`src/rtl/wb_burst_pkg.sv`:
```
// Shared types and helpers for the Wishbone burst memory slave.
// Holds the FSM state encoding, the burst-length width and the last-beat test.
package wb_burst_pkg;

    localparam int BL_W = 10;

    typedef enum logic [2:0] {
        ST_IDLE,
        ST_WR_WAIT,
        ST_WR_ACK,
        ST_RD_ISSUE,
        ST_RD_WAIT,
        ST_RD_ACK
    } state_e;

    function automatic logic is_last_beat(input logic [BL_W-1:0] cnt);
        return cnt == BL_W'(1);
    endfunction

endpackage

```
`src/rtl/wb_burst_mem_slave.sv`:
```
// Extended-Wishbone burst slave on a 1-cycle-latency SRAM: write beat = 2 cycles, read beat = 3.
// Backpressure: a beat is only issued to the SRAM when cyc&stb&bry; dropping req before issue aborts.
module wb_burst_mem_slave
    import wb_burst_pkg::*;
#(
    parameter int AW = 9
) (
    input  logic            clk_i,
    input  logic            rst_n,
    input  logic [31:0]     wbd_dat_i,
    input  logic [31:0]     wbd_adr_i,
    input  logic [3:0]      wbd_sel_i,
    input  logic [BL_W-1:0] wbd_bl_i,
    input  logic            wbd_bry_i,
    input  logic            wbd_we_i,
    input  logic            wbd_cyc_i,
    input  logic            wbd_stb_i,
    output logic [31:0]     wbd_dat_o,
    output logic            wbd_ack_o,
    output logic            wbd_lack_o,
    output logic            wbd_err_o,
    output logic            mem_cs_o,
    output logic            mem_we_o,
    output logic [AW-1:0]   mem_addr_o,
    output logic [31:0]     mem_wdata_o,
    output logic [3:0]      mem_wmask_o,
    input  logic [31:0]     mem_rdata_i
);

    state_e          state_q, state_d;
    logic [AW-1:0]   adr_cnt_q, adr_cnt_d;
    logic [BL_W-1:0] beat_cnt_q, beat_cnt_d;
    logic [31:0]     dat_q, dat_d;
    logic            ack_q, ack_d;
    logic            lack_q, lack_d;
    logic            err_q, err_d;
    logic            req;
    logic            last_beat;

    // Address bits outside the word index carry no meaning for this slave.
    logic unused_adr_bits;
    assign unused_adr_bits = ^{wbd_adr_i[31:AW+2], wbd_adr_i[1:0]};

    assign req       = wbd_cyc_i & wbd_stb_i;
    assign last_beat = is_last_beat(beat_cnt_q);

    always_ff @(posedge clk_i or negedge rst_n) begin
        if (!rst_n) begin
            state_q    <= ST_IDLE;
            adr_cnt_q  <= '0;
            beat_cnt_q <= '0;
            dat_q      <= '0;
            ack_q      <= 1'b0;
            lack_q     <= 1'b0;
            err_q      <= 1'b0;
        end else begin
            state_q    <= state_d;
            adr_cnt_q  <= adr_cnt_d;
            beat_cnt_q <= beat_cnt_d;
            dat_q      <= dat_d;
            ack_q      <= ack_d;
            lack_q     <= lack_d;
            err_q      <= err_d;
        end
    end

    always_comb begin
        state_d     = state_q;
        adr_cnt_d   = adr_cnt_q;
        beat_cnt_d  = beat_cnt_q;
        dat_d       = dat_q;
        ack_d       = 1'b0;
        lack_d      = 1'b0;
        err_d       = 1'b0;
        mem_cs_o    = 1'b0;
        mem_we_o    = 1'b0;
        mem_addr_o  = adr_cnt_q;
        mem_wdata_o = wbd_dat_i;
        mem_wmask_o = wbd_sel_i;

        case (state_q)
            ST_IDLE: begin
                if (req) begin
                    adr_cnt_d  = wbd_adr_i[AW+1:2];
                    beat_cnt_d = wbd_bl_i;
                    if (wbd_bl_i == '0) begin
                        // Zero-length burst: terminate with err+lack, never touch the SRAM.
                        err_d  = 1'b1;
                        lack_d = 1'b1;
                    end else if (wbd_we_i) begin
                        state_d = ST_WR_WAIT;
                    end else begin
                        state_d = ST_RD_ISSUE;
                    end
                end
            end
            ST_WR_WAIT: begin
                if (!req) begin
                    state_d = ST_IDLE;
                end else if (wbd_bry_i) begin
                    mem_cs_o = 1'b1;
                    mem_we_o = 1'b1;
                    ack_d    = 1'b1;
                    lack_d   = last_beat;
                    state_d  = ST_WR_ACK;
                end
            end
            ST_WR_ACK: begin
                adr_cnt_d  = adr_cnt_q + AW'(1);
                beat_cnt_d = beat_cnt_q - BL_W'(1);
                state_d    = last_beat ? ST_IDLE : ST_WR_WAIT;
            end
            ST_RD_ISSUE: begin
                if (!req) begin
                    state_d = ST_IDLE;
                end else if (wbd_bry_i) begin
                    mem_cs_o = 1'b1;
                    state_d  = ST_RD_WAIT;
                end
            end
            ST_RD_WAIT: begin
                // An issued read always completes, regardless of req.
                dat_d   = mem_rdata_i;
                ack_d   = 1'b1;
                lack_d  = last_beat;
                state_d = ST_RD_ACK;
            end
            ST_RD_ACK: begin
                adr_cnt_d  = adr_cnt_q + AW'(1);
                beat_cnt_d = beat_cnt_q - BL_W'(1);
                state_d    = last_beat ? ST_IDLE : ST_RD_ISSUE;
            end
            default: begin
                state_d = ST_IDLE;
            end
        endcase
    end

    assign wbd_dat_o  = dat_q;
    assign wbd_ack_o  = ack_q;
    assign wbd_lack_o = lack_q;
    assign wbd_err_o  = err_q;

endmodule

```
`config.mk`:
```
export PLATFORM = sky130hd
export DESIGN_NAME = wb_burst_mem_slave
export DESIGN_NICKNAME = d
export VERILOG_FILES = /design/src/rtl/wb_burst_pkg.sv /design/src/rtl/wb_burst_mem_slave.sv
export SDC_FILE = /design/constraint.sdc
export NUM_CORES = 1
export LEC_CHECK = 0
export ABC_AREA = 1
export CORE_MARGIN = 8
export CORE_UTILIZATION = 37
export DETAILED_ROUTE_END_ITERATION = 10
export PLACE_DENSITY = 0.78
export REMOVE_ABC_BUFFERS = 1
export SETUP_SLACK_MARGIN = 0.1
export SYNTH_ARGS = -nofsm -noshare
export SYNTH_HDL_FRONTEND = slang
export SYNTH_SLANG_ARGS = --single-unit
```
`constraint.sdc`:
```
create_clock -name clk_i -period 1.4 [get_ports clk_i]
set_input_delay 0.42 -clock clk_i [delete_from_list [all_inputs] [get_ports clk_i]]
set_output_delay 0.42 -clock clk_i [all_outputs]
set_load 0.01 [all_outputs]
```
==> key figures, run 1 <==
Setup path
  • Worst path max stage delay: 0.39 ns
  • Delay-heaviest family, CP: flip-flops
  • CP Class: reg2out
  • Data arrival, critical path: 1.35 ns
  • R2r setup slk: -0.27 ns
  • CP required: 0.98 ns
  • WP buf/inv: 3
  • CP Cell Sequence: inv_2, nand2_4, nor2_4, inv_2, nor3_2, buf_2
  • CP endpoint kind: output port
  • R2r endpoint: mem_addr_o[4]$_DFFE_PN0P_
  • Worst R2R Path Depth: 10
  • CP Max Fanout: 2
  • Most frequent CP cell: inv_2
  • Critical Path Start Type: flip-flop
  • Critical path's slowest cell: dfrtp_1
  • Worst flop-to-flop path startpoint: state_q[0]$_DFFE_PN0P_

Global routing
  • Remaining Overflow, GRT: 0
  • Global Route Usage Sum: 0.2102
  • First-pass GRT wire length: 18,600 um
  • Largest net degree at the start of global routing: 58
  • Antenna violations before repair: 0
  • Vias in the first global route: 3,498

Die
  • Die height: 109.0 um
  • I/O pin cnt: 198
  • Core Rows: 34
  • Die area: 11,890 um2
  • Core area: 8551 um2
  • Initial Util: 0.3746
  • Die width: 109.0 um

Clock network
  • Clock Pin Slew Worst Setup and Hold Paths: 0.07 ns
  • CTS tree: yes
  • CTS Buf Count: 9
  • Hold buffers post-CTS: 0
  • Clock root cell: clkbuf_8
  • CTS H-tree depth: 3
  • Sink Count: 57
  • Clk Latency, worst-skew pair: 0.33 ns
  • Clk buf depth: 2

STA
  • Fin Setup TNS: -10.24 ns
  • Slew HR: 0.7912
  • RSZ-0062 raised after global routing: yes
  • Peak Freq: 0.5638 GHz
  • PnR worst setup slack: -0.3737 ns
  • Final Hold Fails: 0
  • Layout Skew: 0.007881 ns
  • # setup viols final: 59
  • Max Slew Vio Count: 0
  • Crit path time final: 1.774 ns
  • Final period utilization: 1.267
  • Slew @ Worst Pin: 0.3121 ns

Yosys
  • Post-synthesis compound-gate area fraction: 0.04336
  • Synthesized area per cell: 7.280 um2
  • Main combinational cell family by area after synthesis: simple AND/OR/NAND/NOR gates
  • Synth top area share: 0.4453
  • Simple-gate share of the synthesized area: 0.3414
  • XOR/XNOR share of the synthesized area: 0.005469
  • Synth Warn #: 0
  • Register area share after synthesis: 0.4453
  • Post-Syn Area: 3203 um2
  • Seq cells post-synth: 57
  • Mux cell area share after synthesis: 0
  • Post-synthesis adder-cell area fraction: 0.01172
  • Area contributors post-synth: dfrtp_1 45%, nand2_1 22%, buf_4 8.9%
  • Leading area contributor after synthesis: dfrtp_1
  • Cell variety after synth: 25
  • Synth Instances: 440

Place
  • Routability cong.: 0.8062
  • Post-DP HPWL: 8785 um
  • Buffers on Ports: 102
  • Post-place setup slack: -0.9117 ns

Worst hold path
  • HP Class: in2async

Routing
  • Starting DRT DRC Count: 200
  • Vias: 3,409
  • WL/cell: 18.41 um
  • Post-route ant nets: 0
  • # DRC: 0
  • WL final: 13,130 um
  • DRT Pass-1 Iters: 4
  • Via density: 4.781

Cells and area
  • Layout area overhead: 68.40%
  • Fraction of layout cells with a size suffix above 1: 0.3603
  • Most common cell after layout, fill and taps aside: nand2_1
  • # fillers: 684
  • Nets: 719
  • Inserted Diodes: 0
  • Most frequent cells in the layout: 169 x nand2_1, 65 x buf_4, 57 x dfrtp_1, 52 x clkdlybuf4s50_1, 30 x nor2_1

Pwr
  • Pwr dens: 2220 nW/um2
  • VDD IR max: 0.9967 mV
  • LEAKAGE: 2.696 nW

Run status
  • Failing checks: setup timing
  • Status: complete, but fails checks

Job
  • Max-Cap Viols: 0
layout make-up:
class | instances | area (um2) | area share
clock buffers | 10 | 137.6 | 0.02552
clock inverters | 6 | 91.34 | 0.01693
inverters | 33 | 165.2 | 0.03062
multi-input cells | 301 | 1493 | 0.2767
flip-flops and latches | 57 | 1426 | 0.2644
well taps | 108 | 135.1 | 0.02505
repair buffers | 196 | 1918 | 0.3556
repair inverters | 2 | 27.53 | 0.005103
synthesized netlist by cell type:
cell type    n
o21ai_1      5
inv_1       30
buf_4       38
dfrtp_1     57
ha_1         3
xnor2_1      1
inv_2        3
nand4_1      2
nand2_2      2
o21ai_0     15
buf_6        4
a21oi_1      2
nand3_4      1
nor2_4       1
buf_2        7
nand3b_1     3
nand2_1    191
nand3_1     21
o22ai_1      1
nor2_2       1
nor2_1      45
xor2_1       1
a31oi_1      1
nor3_1       4
a21oi_4      1
worst max-delay path by stage:
stage / from / end / slack, ns / cells after the start
floorplan: state_q[0]$_DFFE_PN0P_ / wbd_dat_o[0]$_DFFE_PN0P_ / -0.52 / 6
global placement: wbd_cyc_i / mem_we_o / -0.85 / 6
detailed placement: wbd_stb_i / mem_we_o / -0.91 / 6
CTS: state_q[2]$_DFFE_PN0P_ / mem_we_o / -0.38 / 6
global route: state_q[2]$_DFFE_PN0P_ / mem_we_o / -0.44 / 6
finish: state_q[2]$_DFFE_PN0P_ / mem_we_o / -0.37 / 6
through the flow:
step           hold WS, ns  utilization  std cells  power (mW)  area [um2]
2_1_floorplan       0.1244            -        391       5.211        2838
3_3_place_gp        0.4461       0.5101        644       7.862        4362
3_5_place_dp        0.4601       0.5101        644       8.055        4362
4_1_cts            0.09471       0.5853        697       11.03        5005
5_1_grt             0.1032       0.6308        713       12.76        5394
6_report           0.08744       0.6308        713       11.97        5394
layer usage:
| metal | vias up | global-route usage | part of all wire |
|---|---|---|---|
| li1 | 1645 | - | - |
| met1 | 1586 | 0.2655 | 0.45 |
| met2 | 162 | 0.3016 | 0.43 |
| met3 | 14 | 0.1052 | 0.11 |
| met4 | 2 | 0.06452 | 0.0097 |
| met5 | - | 0.04622 | 0.0052 |
kinds of logic after synthesis:
logic type               count (synthesis)
flip-flops                              57
buffers and inverters                   82
XOR/XNOR                                 2
AND/OR/NAND/NOR                        271
adder cells (fa/ha/maj)                  3
AO/OA/AOI/OAI                           25
repair_timing:
action | in CTS | in global routing
gates cloned | 7 | 2
endpoints found under the setup margin | 102 | 99
gates resized for setup | 254 | 63
pin swaps | 10 | 11
buffers inserted | 31 | 16
flip-flops by register name (all words and copies together), names as in the netlist:
register,cells
wbd_dat_o,32
wbd_err_o,1
mem_addr_o,9
beat_cnt_q,10
wbd_lack_o,1
state_q,3
wbd_ack_o,1
power breakdown:
| group | switching [mW] | internal (mW) | total, mW |
|---|---|---|---|
| logic | 3.43 | 3.78 | 7.21 |
| clock network | 0.724 | 1.06 | 1.78 |
| registers | 0.582 | 2.40 | 2.98 |
No activity file was read; power rests on OpenSTA's default activity.
==> run 2, diff against run 1 <==
PLACE_DENSITY = default   (was 0.78)
PLACE_DENSITY_LB_ADDON = 0.2   (was default)
==> run 2 against run 1 <==
Compared with the run above: the flow still finishes with violations (setup timing); clock power about the same; worst hold slack better by 0.39 ns; sequential share of layout area is 1.1 points higher; clock-buffer cell count grew 2; flip-flop and latch count stayed put; sequential power decreased by 1%; cell count down 2.5%; critical path type is now in2out; largest cell class unchanged; highest routed layer unchanged.
==> key figures, run 2 (same netlist as run 1, synthesis figures left out) <==
Run status
  • Status: complete, but fails checks (unchanged)
  • Failing checks: setup timing (unchanged)

Setup path
  • CP required: 0.98 ns (about the same)
  • Data arrival, critical path: 1.29 ns (was 1.35 ns)
  • CP Max Fanout: 3 (was 2)
  • CP startpoint: wbd_bry_i (was state_q[2]$_DFFE_PN0P_)
  • R2r endpoint: state_q[0]$_DFFE_PN0P_ (was mem_addr_o[4]$_DFFE_PN0P_)
  • Critical Path Start Type: primary input (was flip-flop)
  • Worst setup path end: mem_we_o (unchanged)
  • CP Class: in2out (was reg2out)
  • Worst flop-to-flop path startpoint: state_q[2]$_DFFE_PN0P_ (was state_q[0]$_DFFE_PN0P_)
  • R2r setup slk: -0.26 ns (was -0.27 ns)
  • Worst R2R Path Depth: 13 (was 10)
  • CP endpoint kind: output port (unchanged)

STA
  • Slew HR: 0.7404 (was 0.7912)
  • Slew @ Worst Pin: 0.3853 ns (was 0.3121 ns)
  • Peak Freq: 0.5853 GHz (was 0.5638 GHz)
  • Final Hold Fails: 0 (unchanged)
  • Worst hold slack: 0.4762 ns (was 0.08744 ns)
  • PnR worst setup slack: -0.3085 ns (was -0.3737 ns)
  • Max Slew Vio Count: 0 (unchanged)
  • # setup viols final: 24 (was 59)
  • Crit path time final: 1.708 ns (was 1.774 ns)
  • Final period utilization: 1.220 (was 1.267)
  • Layout Skew: 0.01355 ns (was 0.007881 ns)
  • RSZ-0062 raised after global routing: yes (unchanged)

Cells and area
  • Post-route cell area: 5186 um2 (was 5394 um2)
  • Inserted Diodes: 0 (unchanged)
  • Fin cells: 695 (was 713)
  • Layout area overhead: 61.91% (was 68.40%)
  • Max reg flops: 32 (unchanged)
  • Most common cell after layout, fill and taps aside: nand2_1 (unchanged)
  • Fraction of layout cells with a size suffix above 1: 0.3237 (was 0.3603)
  • Most frequent cells in the layout: 170 x nand2_1, 57 x dfrtp_1, 53 x clkdlybuf4s50_1, 49 x buf_4, 32 x nor2_1 (was 169 x nand2_1, 65 x buf_4, 57 x dfrtp_1, 52 x clkdlybuf4s50_1, 30 x nor2_1)
  • Nets: 701 (was 719)

Place
  • Buffers on Ports: 102 (unchanged)
  • Inst Count DP: 644 (unchanged)
  • Area after DPL: 4387 um2 (was 4362 um2)
  • Routability cong.: 0.7905 (was 0.8062)
  • Post-DP HPWL: 8093 um (was 8785 um)

Clock network
  • Clk Latency, worst-skew pair: 0.33 ns (about the same)
  • CTS Buf Count: 9 (unchanged)
  • Clock Pin Slew Worst Setup and Hold Paths: 0.07 ns (about the same)
  • CTS tree: yes (unchanged)
  • CTS H-tree depth: 3 (unchanged)
  • Clk buf depth: 2 (unchanged)
  • Sink Count: 57 (unchanged)
  • Clock root cell: clkbuf_8 (unchanged)

Worst hold path
  • HP Class: reg2reg (was in2async)
  • Hold path startpoint: wbd_dat_o[5]$_DFFE_PN0P_

Routing
  • DRT Pass-1 Iters: 4 (unchanged)
  • Via density: 4.683 (was 4.781)
  • # DRC: 0 (unchanged)
  • WL/cell: 17.03 um (was 18.41 um)
  • Post-route ant nets: 0 (unchanged)
  • Starting DRT DRC Count: 88 (was 200)
  • Vias: 3,255 (was 3,409)
  • WL final: 11,840 um (was 13,130 um)

Pwr
  • LEAKAGE: 2.578 nW (was 2.696 nW)
  • Pwr dens: 2207 nW/um2 (was 2220 nW/um2)
  • VDD IR max: 0.8785 mV (was 0.9967 mV)

Global routing
  • Remaining Overflow, GRT: 0 (unchanged)
  • Global Route Usage Sum: 0.1965 (was 0.2102)
  • First-pass GRT wire length: 17,660 um (was 18,600 um)
  • Vias in the first global route: 3,332 (was 3,498)
  • Largest net degree at the start of global routing: 33 (was 58)
  • Antenna violations before repair: 0 (unchanged)

Die
  • Core area: 8551 um2 (unchanged)
  • Die height: 109.0 um (unchanged)
  • Initial Util: 0.3746 (unchanged)
  • Core Rows: 34 (unchanged)
  • Die width: 109.0 um (unchanged)
  • I/O pin cnt: 198 (unchanged)
  • Die area: 11,890 um2 (unchanged)

Job
  • Max-Cap Viols: 0 (unchanged)
## run 2: repair_timing
item | in CTS | in global routing
pin swaps | 6 | 11
cloned | 6 | 1
resized for setup | 224 | 69
hold buffers | 1 | 0
endpoints found under the hold margin | 10 | 0
endpoints found under the setup margin | 102 | 85
setup buffers | 16 | 13
## run 2: stage by stage
step | worst slack [ns] | TNS [ns] | total power [mW] | utilization
after floorplan | -0.5237 | -17.98 | 5.211 | -
after global placement | -0.8727 | -14.20 | 7.900 | 0.5130
after detailed placement | -0.8789 | -15.62 | 8.014 | 0.5130
after CTS | -0.4090 | -2.942 | 10.53 | 0.5661
after global routing | -0.3889 | -7.274 | 12.26 | 0.6065
final | -0.3085 | -5.067 | 11.45 | 0.6065
## run 2: final cells by class
class | instances | area (um2)
clock buffers | 12 | 155.1
clock inverters | 4 | 75.07
fillers | 748 | 3364
inverters | 33 | 158.9
multi-input cells | 301 | 1439
flip-flops and latches | 57 | 1426
well taps | 108 | 135.1
repair buffers | 180 | 1797
## run 2: critical path: stages
cell and delay, ns:
clkdlybuf4s50_1 0.49, inv_1 0.07, nor3_1 0.15, buf_2 0.16
## run 2: how the worst min path moves through the flow
stage,end,slack (ns),depth (start not counted)
3_3_place_gp,mem_addr_o[5]$_DFFE_PN0P_,0.34,1
2_1_floorplan,beat_cnt_q[0]$_DFFE_PN0P_,0.12,0
3_5_place_dp,mem_addr_o[5]$_DFFE_PN0P_,0.34,1
5_1_grt,wbd_dat_o[24]$_DFFE_PN0P_,0.50,2
4_1_cts,wbd_dat_o[17]$_DFFE_PN0P_,0.47,2
6_report,wbd_dat_o[5]$_DFFE_PN0P_,0.48,2
## run 2: power by group
part | switching [mW] | internal (mW)
sequential | 0.538 | 2.40
clock | 0.702 | 1.10
combinational | 3.17 | 3.54
total | 4.41 | 7.04
## run 2: per-layer routing
layer,vias up,wire [um],GRT usage
met3,13,1843,0.1478
li1,1607,-,-
met4,2,118,0.05474
met5,-,47,0.04622
met1,1474,4929,0.2313
met2,159,4897,0.2686
